--- config.mk ---
export PLATFORM = sky130hd
export DESIGN_NAME = clock_set_ctrl
export DESIGN_NICKNAME = d
export VERILOG_FILES = /design/src/rtl/clock_set_ctrl_pkg.sv /design/src/rtl/clock_set_ctrl_tick_gen.sv /design/src/rtl/clock_set_ctrl.sv
export SDC_FILE = /design/constraint.sdc
export NUM_CORES = 1
export LEC_CHECK = 0
export CORE_MARGIN = 10
export CORE_UTILIZATION = 55
export CTS_BUF_LIST = sky130_fd_sc_hd__clkbuf_8
export DETAILED_ROUTE_END_ITERATION = 8
export PLACE_DENSITY = 0.94
export SLEW_MARGIN = 20
export SYNTH_ARGS = -nofsm -noshare
export SYNTH_HDL_FRONTEND = slang
export SYNTH_HIERARCHICAL = 1
export SYNTH_SLANG_ARGS = --single-unit
--- constraint.sdc ---
create_clock -name clk -period 5.7 [get_ports clk]
set_input_delay 0.57 -clock clk [delete_from_list [all_inputs] [get_ports clk]]
set_output_delay 0.57 -clock clk [all_outputs]
set_load 0.01 [all_outputs]
--- src/rtl/clock_set_ctrl_pkg.sv ---
// Shared constants for the time-of-day set controller: state codes, BCD
// field limits and the load-target selector.
package clock_set_ctrl_pkg;

    // Legacy-compatible 2-bit state codes
    // state      | meaning
    // ST_RUN     | clock running, carry chain live, buttons only change mode
    // ST_SET_HR  | chain frozen, inc_btn steps the hours field
    // ST_SET_MIN | chain frozen, inc_btn steps the minutes field
    localparam logic [1:0] ST_RUN     = 2'd0;
    localparam logic [1:0] ST_SET_HR  = 2'd1;
    localparam logic [1:0] ST_SET_MIN = 2'd2;

    // Largest legal value of each BCD field; anything at or above wraps to 00
    localparam logic [7:0] BCD_MAX_MS = 8'h59;
    localparam logic [7:0] BCD_MAX_HR = 8'h23;

    // Which counter the next registered load strobe goes to
    typedef enum logic [1:0] {
        LD_NONE = 2'd0,
        LD_SEC  = 2'd1,
        LD_MIN  = 2'd2,
        LD_HR   = 2'd3
    } load_sel_e;

endpackage

--- src/rtl/clock_set_ctrl_tick_gen.sv ---
// Prescaler for the time-of-day chain: divides clk down to a one-cycle
// registered tick every DIV cycles. clr restarts the count so the first
// tick after a clear lands exactly DIV cycles later.
module tick_gen #(
    parameter int DIV   = 50_000_000,
    parameter int DIV_W = 26
) (
    input  logic clk,
    input  logic reset,
    input  logic clr,
    output logic tick
);

    localparam logic [DIV_W-1:0] CNT_LAST = DIV_W'(DIV - 1);
    localparam logic [DIV_W-1:0] CNT_ONE  = DIV_W'(1);

    logic [DIV_W-1:0] cnt;

    // Count 0..DIV-1 and emit tick the cycle after the terminal value
    always_ff @(posedge clk) begin
        if (!reset) begin
            cnt  <= '0;
            tick <= 1'b0;
        end else if (clr) begin
            cnt  <= '0;
            tick <= 1'b0;
        end else begin
            tick <= (cnt == CNT_LAST);
            cnt  <= (cnt == CNT_LAST) ? '0 : cnt + CNT_ONE;
        end
    end

endmodule

--- src/rtl/clock_set_ctrl.sv ---
// Sequencer for an external hh:mm:ss BCD counter chain. Generates the 1 Hz
// count enable, gates the carry chain, and runs the two-button time-set
// mode that writes hours/minutes through the counters' load ports.
module clock_set_ctrl
    import clock_set_ctrl_pkg::*;
#(
    parameter int DIV   = 50_000_000,
    parameter int DIV_W = 26
) (
    input  logic       clk,
    input  logic       reset,
    input  logic       mode_btn,
    input  logic       inc_btn,
    input  logic [7:0] sec_q,
    input  logic [7:0] min_q,
    input  logic [7:0] hr_q,
    input  logic       sec_co,
    input  logic       min_co,
    output logic       sec_cin,
    output logic       min_cin,
    output logic       hr_cin,
    output logic       sec_load,
    output logic       min_load,
    output logic       hr_load,
    output logic [7:0] ld_data,
    output logic       blink_hr,
    output logic       blink_min
);

    logic [1:0] state;
    logic [1:0] state_nxt;
    logic       tick;
    logic       clr_presc;
    logic       blink_phase;
    logic       busy;
    logic       inc_ok;
    logic       run_mode;
    load_sel_e  load_nxt;
    logic [7:0] ld_data_nxt;

    // The seconds value belongs to the counter bus but no decision here needs it
    logic unused_sec_q;
    assign unused_sec_q = ^sec_q;

    // Increment a BCD field, returning 00 at or above its maximum
    function automatic logic [7:0] bcd_inc(input logic [7:0] v, input logic [7:0] max_v);
        logic [7:0] r;
        if (v >= max_v) begin
            r = 8'h00;
        end else if (v[3:0] == 4'h9) begin
            r = {v[7:4] + 4'h1, 4'h0};
        end else begin
            r = {v[7:4], v[3:0] + 4'h1};
        end
        return r;
    endfunction

    tick_gen #(
        .DIV   (DIV),
        .DIV_W (DIV_W)
    ) u_tick_gen (
        .clk   (clk),
        .reset (reset),
        .clr   (clr_presc),
        .tick  (tick)
    );

    // Leaving set mode restarts the second so the clock resumes on a full second
    assign clr_presc = (state == ST_SET_MIN) && mode_btn;

    // Mode button walks RUN -> SET_HR -> SET_MIN -> RUN; stray codes recover to RUN
    always_comb begin
        state_nxt = state;
        if (mode_btn) begin
            case (state)
                ST_RUN:    state_nxt = ST_SET_HR;
                ST_SET_HR: state_nxt = ST_SET_MIN;
                default:   state_nxt = ST_RUN;
            endcase
        end
    end

    // Pick the next load strobe and value; mode beats inc, and inc is dropped
    // while a previous load is still in flight so it never reads a stale q
    always_comb begin
        busy        = sec_load | min_load | hr_load;
        inc_ok      = inc_btn && !mode_btn && !busy;
        load_nxt    = LD_NONE;
        ld_data_nxt = 8'h00;
        case (state)
            ST_SET_HR: begin
                if (inc_ok) begin
                    load_nxt    = LD_HR;
                    ld_data_nxt = bcd_inc(hr_q, BCD_MAX_HR);
                end
            end
            ST_SET_MIN: begin
                if (mode_btn) begin
                    load_nxt    = LD_SEC;
                    ld_data_nxt = 8'h00;
                end else if (inc_ok) begin
                    load_nxt    = LD_MIN;
                    ld_data_nxt = bcd_inc(min_q, BCD_MAX_MS);
                end
            end
            default: begin
                load_nxt    = LD_NONE;
                ld_data_nxt = 8'h00;
            end
        endcase
    end

    // State register
    always_ff @(posedge clk) begin
        if (!reset) begin
            state <= ST_RUN;
        end else begin
            state <= state_nxt;
        end
    end

    // Registered one-hot load strobes and the shared load value
    always_ff @(posedge clk) begin
        if (!reset) begin
            sec_load <= 1'b0;
            min_load <= 1'b0;
            hr_load  <= 1'b0;
            ld_data  <= 8'h00;
        end else begin
            sec_load <= (load_nxt == LD_SEC);
            min_load <= (load_nxt == LD_MIN);
            hr_load  <= (load_nxt == LD_HR);
            ld_data  <= ld_data_nxt;
        end
    end

    // Blink phase advances on each swallowed tick in set mode, parked low in RUN
    always_ff @(posedge clk) begin
        if (!reset) begin
            blink_phase <= 1'b0;
        end else if (state == ST_RUN) begin
            blink_phase <= 1'b0;
        end else if (tick) begin
            blink_phase <= ~blink_phase;
        end
    end

    // Carry chain is a zero-latency pass-through so all fields roll on one edge
    assign run_mode  = (state == ST_RUN);
    assign sec_cin   = run_mode && tick;
    assign min_cin   = run_mode && sec_co;
    assign hr_cin    = run_mode && min_co;
    assign blink_hr  = (state == ST_SET_HR) && blink_phase;
    assign blink_min = (state == ST_SET_MIN) && blink_phase;

endmodule

# After elaboration in Yosys (flattened, before gate mapping)
# Index checks and enable logic that the tools add are counted.
[classes]
reduce_logical = 14
order_cmp = 2
eq_ne = 8
n_bitwise = 4
addsub = 5
mux = 13
[op_table]
columns = ["cell", "count"]
rows = [
  ["two-way mux 8 bit", 7],
  ["adder 26 x 1 -> 26 bit (second input constant)", 1],
  ["== test 26 bit (second input constant)", 1],
  ["adder 4 x 1 -> 4 bit (second input constant)", 4],
  ["case mux 8 bit (2 select lines)", 1],
  ["== test 4 bit (second input constant)", 2],
  ["greater-or-equal comparator 8 x 6 -> 1 bit (second input constant)", 1],
  ["greater-or-equal comparator 8 x 7 -> 1 bit (second input constant)", 1],
  ["logical AND 1 bit", 8],
  ["case mux 2 bit (2 select lines)", 2],
  ["== test 2 bit (second input constant)", 3],
  ["two-way mux 2 bit", 3],
  ["== test 2 x 1 -> 1 bit (second input constant)", 2],
  ["OR reduction 2 bit", 2],
  ["OR reduction 3 bit", 1],
  ["zero test 1 bit", 2],
  ["zero test 2 bit", 1],
  ["NOT 1 bit", 2],
  ["bitwise OR 1 bit", 2],
]
[totals]
elab_cells = 54
inputBits = 30
reg_bits = 41

# Logic depth before layout (Yosys ltp)
[depth]
word_depth = 8
mapped_depth = 7

# Cells and area by module
# Netlist, hierarchy kept.
[modules_own_cells]
columns = ["module", "seq_area_each_um2", "n_inst", "cells_each", "area_each_um2"]
rows = [
  ["tick_gen", 540.5, 1, 144, 1297.5],
  ["clock_set_ctrl", 280.3, 1, 87, 839.6],
]

# Least setup slack after synthesis
# Ideal clock, no wire load.
[synth_path]
path_type = "register to register"
start = "register u_tick_gen.cnt[7]"
end = "register u_tick_gen.cnt[19]"
arrival_time_ns = 1.740
path_stages_with_launch = 6
setup_ns = 0.125
path_slack_ns = 3.835
period_less_slack_ns = 1.865
path_cell_list = "dfxtp_1 -> or4b_1 -> or4_4 -> o21bai_4 -> buf_6 -> a21oi_1"
[synth_between]
elab_chain_len = 2
elab_cells_between_ends = 3
cone_classes = "add/sub (1); eq/ne (1); reduce/logical (1)"
[synth_lines]
columns = ["item", "line_no", "rtl"]
rows = [
  ["from (decl)", "clock_set_ctrl_tick_gen.sv:17", "logic [DIV_W-1:0] cnt;"],
  ["from (signal assigned)", "clock_set_ctrl_tick_gen.sv:29", "cnt <= (cnt == CNT_LAST) ? '0 : cnt + CNT_ONE;"],
  ["parallel branches: the longest is 2 deep, another holds adder 26 x 1 -> 26 bit", "n/a", ""],
]
# Several ways; the timed one is not identified.
# A chain may end at the register's enable or synchronous reset.

# Worst setup path in the final report
[layout_path]
start = "input port min_co"
end = "output port hr_cin"
[layout_between]
elab_chain_len = 1
[layout_lines]
columns = ["item", "line_no", "rtl"]
rows = [
  ["from (decl)", "clock_set_ctrl.sv:18", "input logic min_co,"],
  ["logical AND 1 bit", "clock_set_ctrl.sv:152", "assign hr_cin = run_mode && min_co;"],
  ["to (decl)", "clock_set_ctrl.sv:21", "output logic hr_cin,"],
]
# Every way passes these cells.

==> flow_metrics.env <==
export IMPL_status="finished clean"
export IMPL_cts_buffers=5
export IMPL_grt_pass1_vias=1719
export IMPL_drcViolationCount=0
export IMPL_grt_remaining_overflow=0
export IMPL_antennaDiodeCount=0
export IMPL_yosys_area_top_type="dfxtp_1"
export IMPL_clockRootBuffer="clkbuf_8"
export IMPL_hold_viol_final=0
export IMPL_r2r_start="u_tick_gen/cnt[18]$_SDFF_PP0_"
export IMPL_synth_common_cells="dfxtp_1 (41), nor2_1 (18), a21oi_1 (15), nand2_1 (13), xor2_1 (12)"
export IMPL_p_comb_share_pct=11.5
export IMPL_timing_critical_path_from="min_co"
export IMPL_rr_worst_depth=4
export IMPL_fmax_ghz=0.447
export IMPL_initial_utilization_pct=57.5
export IMPL_post_route_min_period_ps=2240
export IMPL_slowest_delay_ps=540
export IMPL_cpMostUsedCell="clkdlybuf4s50_1"
export IMPL_synth_top_area_share_pct=38.4
export IMPL_vias=1877
export IMPL_dr_pass1_iters=4
export IMPL_slew_limit_headroom_pct=59.6
export IMPL_synth_distinct_cells=48
export IMPL_drive_above_1_share_pct=8.49
export IMPL_synthesis_area_mm2=0.00214
export IMPL_globalRouteMet3Util_pct=3.13
export IMPL_hp_class="flip-flop to flip-flop"
export IMPL_met2_usage_pct=24.8
export IMPL_synth_edff_count=0
export IMPL_synth_most_common_cell="dfxtp_1"
export IMPL_holdBufCountCts=0
export IMPL_finalSetupTns_ps=0
export IMPL_clk_pin_slew_ps=70
export IMPL_nets=310
export IMPL_synth_net_count=271
export IMPL_use_met1_pct=18.3
export IMPL_worst_clock_skew_ps=3.12
export IMPL_syn_to_final_growth_pct=22.1
export IMPL_io_pin_count=46
export IMPL_p_leak_nw=0.942
export IMPL_dp_final_hpwl_um=3830
export IMPL_intPower_mw=0.403
export IMPL_switching_share_pct=24.3
export IMPL_worstMarginPinSlew_ps=605
export IMPL_postCtsSetupRepairBufs=0
export IMPL_setup_viol=0
export IMPL_final_util_pct=70.2
export IMPL_powerDensity_mw_per_mm2=204
export IMPL_postCtsResizedCells=0
export IMPL_path_cells="clkdlybuf4s50_1 -> and2_1 -> clkdlybuf4s50_1"
export IMPL_seqPwrFrac_pct=55.0
export IMPL_gr_max_usage_layer="met2"
export IMPL_wl_per_cell_um=15.9
export IMPL_holdPathStages=1
export IMPL_synth_seq_cells=41
export IMPL_synth_seq_area_share_pct=38.4
export IMPL_grt_usage_pct=15.3
export IMPL_grt_max_degree=26
export IMPL_end_kind="primary output"
export IMPL_finalCritPeriodShare_pct=39.3
export IMPL_hold_start="u_tick_gen/cnt[0]$_SDFF_PP0_"
export IMPL_rsz0062_at_grt="false"
export IMPL_postSynthAreaPerCell_um2=9.25
export IMPL_die_h_um=82.3
export IMPL_n_fill_cell=281
export IMPL_post_drt_via_cell_ratio=5.88
export IMPL_htreeDepth=2
export IMPL_arrival_ps=1670
export IMPL_ys_warn_count=6
export IMPL_final_antenna_net_count=0
export IMPL_finalWorstSetupSlack_ps=3460
export IMPL_gp_congestion=0.865
export IMPL_insertion_delay_ps=300
export IMPL_fin_cells=319
export IMPL_ir_drop_mv=0.142
export IMPL_die_w_um=82.3
export IMPL_cts_sinks=41
export IMPL_criticalPathCategory="primary input to primary output"
export IMPL_synthFlopType="dfxtp_1"
export IMPL_cts_buffer_depth=2
export IMPL_place_inst=311
export IMPL_synth_area_leaders="dfxtp_1 (38%), ha_1 (5.9%), xor2_1 (4.9%)"
export IMPL_drv_cap=0
export IMPL_antenna_found_initial=0
export IMPL_drtIter0Drc=89
export IMPL_reg2reg_setup_slack_ps=3510
export IMPL_portBuffers=37
export IMPL_cp_slowest_cell="clkdlybuf4s50_1"
export IMPL_finalMaxSlewViolations=0
export IMPL_fin_hold_ws_ps=479
export IMPL_post_place_ws_ps=3440
export IMPL_totalWireLength_um=5060
export IMPL_async_flop_share_pct=0
export IMPL_grt_pass1_wl_um=8070
export IMPL_synthCells=231
export IMPL_core_region_area_mm2=0.00372
export IMPL_min_to="u_tick_gen/cnt[0]$_SDFF_PP0_"
export IMPL_cts_tree="built"
export IMPL_path_max_fanout=1
export IMPL_worstPathRequired_ps=5130
export IMPL_rows=22
export IMPL_cp_start_kind="primary input"
export IMPL_p_switching_mw=0.130
export IMPL_reg2reg_to="u_tick_gen/cnt[3]$_SDFF_PP0_"
export IMPL_dieArea_mm2=0.00678
export IMPL_clock_power_share_pct=33.5
[sequential cells by signal, indices dropped and copies added, names as in the netlist]
signal	flops
u_tick_gen/cnt	26
ld_data	8
sec_load	1
min_load	1
blink_phase	1
state	2
u_tick_gen/tick	1
hr_load	1
[cells in the final DEF (no fill, tap or decap), drive strengths merged, types with 2 or more instances in the layout]
cell type      Yosys  routed
dfxtp             41      41
clkdlybuf4s50      0      37
nor2              18      18
a21oi             15      15
nand2             13      13
xor2              12      12
nand4             12      12
inv                7      10
ha                10      10
or4               10      10
nand3              9       9
and2               9       9
o21ai              8       8
xnor2              8       8
o31ai              7       7
clkbuf             3       5
or3                5       5
nor3               5       5
and3               5       5
mux2i              3       3
o22ai              3       3
o32ai              3       3
and4bb             3       3
and4               3       3
nor3b              2       2
nor2b              2       2
or2b               2       2
[metrics by stage]
stage                     power, mW  cell area, um^2
final                         0.533             2610
after global routing          0.555             2610
after CTS                     0.535             2610
after detailed placement      0.360             2530
after global placement        0.356             2530
after floorplan               0.330             2140
[metal layers]
| layer | share of wire (%) | vias to the layer above | routed length [um] |
|---|---|---|---|
| li1 | - | 925 | - |
| met1 | 41 | 883 | 2090 |
| met2 | 50 | 59 | 2520 |
| met3 | 6.5 | 10 | 328 |
| met4 | 2.4 | 0 | 121 |
| met5 | 0 | - | 0 |
[worst max-delay path: cells and delay by family]
family	cells	cell delay, ps
buffers and inverters	2	990
and+or+nand+nor	1	110
[power groups by stage]
stage | Combinational (mW) | Sequential, mW | Clock (mW)
after floorplan | 0.0306 | 0.299 | 0
after global placement | 0.0571 | 0.299 | 0
after detailed placement | 0.0604 | 0.299 | 0
after CTS | 0.0611 | 0.293 | 0.181
after global routing | 0.0682 | 0.293 | 0.193
final | 0.0613 | 0.293 | 0.179
[cell families after synthesis]
family / share of synthesized area, %
and+or+nand+nor: 31.1
other: 0.175
adders and majority gates: 5.85
muxes: 1.41
buffers and inverters: 2.99
xor gates and xnor gates: 8.20
AOI/OAI and AO/OA: 11.8
DFF: 38.4
[how the worst max path moves through the flow]
stage / slack [ps] / end
2_1_floorplan: 3830 / u_tick_gen/cnt[19]$_SDFF_PP0_
4_1_cts: 3450 / hr_cin
6_report: 3460 / hr_cin
3_5_place_dp: 3440 / ld_data[2]$_SDFF_PN0_
5_1_grt: 3390 / u_tick_gen/cnt[14]$_SDFF_PP0_
3_3_place_gp: 3460 / hr_cin
[final cells by class]
type | instances | area [um^2] | share of cell area [%]
Sequential cell | 41 | 821 | 31.4
Inverter | 7 | 26.3 | 1.01
Timing Repair Buffer | 37 | 370 | 14.2
Multi-Input combinational cell | 178 | 1250 | 48.0
Clock inverter | 3 | 11.3 | 0.431
Clock buffer | 5 | 68.8 | 2.64
Tap cell | 48 | 60.1 | 2.30
Note: power is estimated with default switching activity, not from simulation.
==> edit (same flow settings) <==
Register the input `sec_q` before use. The logic sees it one clock later. The other inputs are not delayed to match.
--- a/src/rtl/clock_set_ctrl.sv
+++ b/src/rtl/clock_set_ctrl.sv
@@ -28,4 +28,10 @@
 );
 
+    logic [7:0] sec_q_q;
+
+    always_ff @(posedge clk) begin
+        sec_q_q <= sec_q;
+    end
+
     logic [1:0] state;
     logic [1:0] state_nxt;
@@ -41,5 +47,5 @@
     // The seconds value belongs to the counter bus but no decision here needs it
     logic unused_sec_q;
-    assign unused_sec_q = ^sec_q;
+    assign unused_sec_q = ^sec_q_q;
 
     // Increment a BCD field, returning 00 at or above its maximum
Behaviour: unchanged (equiv_simple and equiv_induct, registers matched by name and starting in step).
==> edit against the original RTL <==
- register-to-register slack better by 70 ps
- maximum frequency fell by 1.4%
- power down 1.1%
- worst setup slack got worse by 32 ps
- critical endpoint is now min_cin
- clock power about the same
- sequential power is essentially flat
- cell count down 3.4%
- largest power group unchanged
- area after synthesis is 3.8% lower
- die area fell by 2.9%
- wire length down 6.2%
- cell area is 3.8% lower
- highest routed layer unchanged
- sequential cell count did not move
==> edit: results (changes against the original RTL) <==
[setup_path]
timing.rr.start = u_tick_gen/cnt[3]
slowest_delay_ps = 540  ; about the same
critical_path.startpoint = sec_co
critical_path.top_delay_family = buffers and inverters
signal_arrival_time_at_the_worst_endpoint_ps = 1700  ; +30 ps
ff2ff_setup_slack_ps = 3580  ; +70 ps
critical_path.reg2reg.endpoint = u_tick_gen/cnt[25]
worst_setup_path_endpoint = min_cin

[logic_synthesis]
post_synth_xor_area_fraction = 0.0852  ; +0.00324
post_synth_inst_count = 223  ; -3.5%
post_synth_most_frequent_cells = dfxtp_1 (41), nor2_1 (18), a21oi_1 (12), xor2_1 (12), nand2_1 (11)
synth_compound_gate_area_share = 0.119  ; +0.000418
synth-seq-area-share = 0.399  ; +0.0152
post_synth_num_cell_types = 45  ; -6.3%
synthTopCellsByArea = dfxtp_1 (40%), ha_1 (6.1%), xor2_1 (5.1%)
postSynthNetCount = 263  ; -3.0%
synth_adder_area_share = 0.0609  ; +0.00232
combinational_family_with_the_most_area_after_synthesis = simple AND/OR/NAND/NOR gates
synth.mux.area_fraction = 0.0146  ; +0.000556

[place]
post-dp-hpwl_um = 3420  ; -11%
dp_slack_ps = 3280  ; -157 ps
placedInstanceArea_um2 = 2430  ; -3.9%
gpl.final_weighted_congestion = 0.783  ; -9.5%

[drt]
drt_pass1_iterations = 5  ; +1
drt_iter0_drc = 89  ; unchanged
vias = 1762  ; -6.1%
route.detailed.wl_per_inst_um = 15.4  ; -2.8%

[finish]
final_layout_size_suffix_gt1_frac = 0.0692  ; -0.0156
fill_cells = 268  ; -4.6%
non_filler_instance_count_after_layout = 308  ; -3.4%
post_layout_net_count = 299  ; -3.5%
top_regs = u_tick_gen/cnt: 26 flops, ld_data: 8 flops, state: 2 flops

[global_route]
grt.total_usage = 0.149  ; -0.00363
first_global_vias = 1672  ; -2.7%
grt_pass1_wl_um = 7880  ; -2.4%
largest_net_degree_at_the_start_of_global_routing = 25  ; -3.8%

[worst_hold_path]
min-delay-path-class = reg2reg

[status]
run_status = complete, no violations

[power]
p_leak_nw = 0.914  ; -3.0%
worst_ir_drop_vdd_uv = 105  ; -26%

[cts]
clk_latency_ps = 300  ; about the same
cts_max_level = 2  ; unchanged

[timing]
clock_skew_after_layout_ps = 5.86  ; +2.74 ps

==> edit: worst min-delay path by stage <==
stage | from | endpoint | slack [ps] | depth (start not counted)
global placement | u_tick_gen/cnt[0] | u_tick_gen/cnt[0] | 420 | 1
finish | u_tick_gen/cnt[0] | u_tick_gen/cnt[0] | 440 | 1
global route | u_tick_gen/cnt[0] | u_tick_gen/cnt[0] | 460 | 1
detailed placement | u_tick_gen/cnt[0] | u_tick_gen/cnt[0] | 430 | 1
floorplan | u_tick_gen/cnt[0] | u_tick_gen/cnt[0] | 410 | 1
CTS | u_tick_gen/cnt[0] | u_tick_gen/cnt[0] | 450 | 1
==> edit: routing by layer <==
layer / vias up / track usage / routed length (um)
li1: 875 / - / -
met1: 832 / 0.165 / 2010
met2: 48 / 0.256 / 2310
met3: 7 / 0.0563 / 365
met4: 0 / 0.0519 / 56
met5: - / 0 / 0
==> edit: where the power goes <==
part           internal [mW]  switching [mW]
registers              0.290         0.00229
logic                 0.0296          0.0262
clock network         0.0816          0.0972
total                  0.401           0.126
==> edit: cell families after synthesis <==
kind of cell / count (synthesis)
compound gates: 37
xor+xnor: 20
fa+ha+maj: 10
buf+inv: 19
flops: 41
mux: 3
other cells: 1
simple gates: 92
==> edit: cell type report <==
| class | count | area (um2) | share of cell area |
|---|---|---|---|
| inverters | 10 | 37.5 | 0.0149 |
| multi-input cells | 163 | 1130 | 0.452 |
| clock buffers | 5 | 68.8 | 0.0274 |
| flip-flops and latches | 41 | 821 | 0.327 |
| clock inverters | 3 | 11.3 | 0.00448 |
| well taps | 48 | 60.1 | 0.0239 |
| repair buffers | 38 | 378 | 0.150 |
==> edit: per-stage QoR <==
| stage | hold slack, ps | power (mW) |
|---|---|---|
| finish | 441 | 0.527 |
| global route | 464 | 0.548 |
| CTS | 445 | 0.531 |
| detailed placement | 435 | 0.354 |
| global placement | 424 | 0.351 |
| floorplan | 413 | 0.325 |
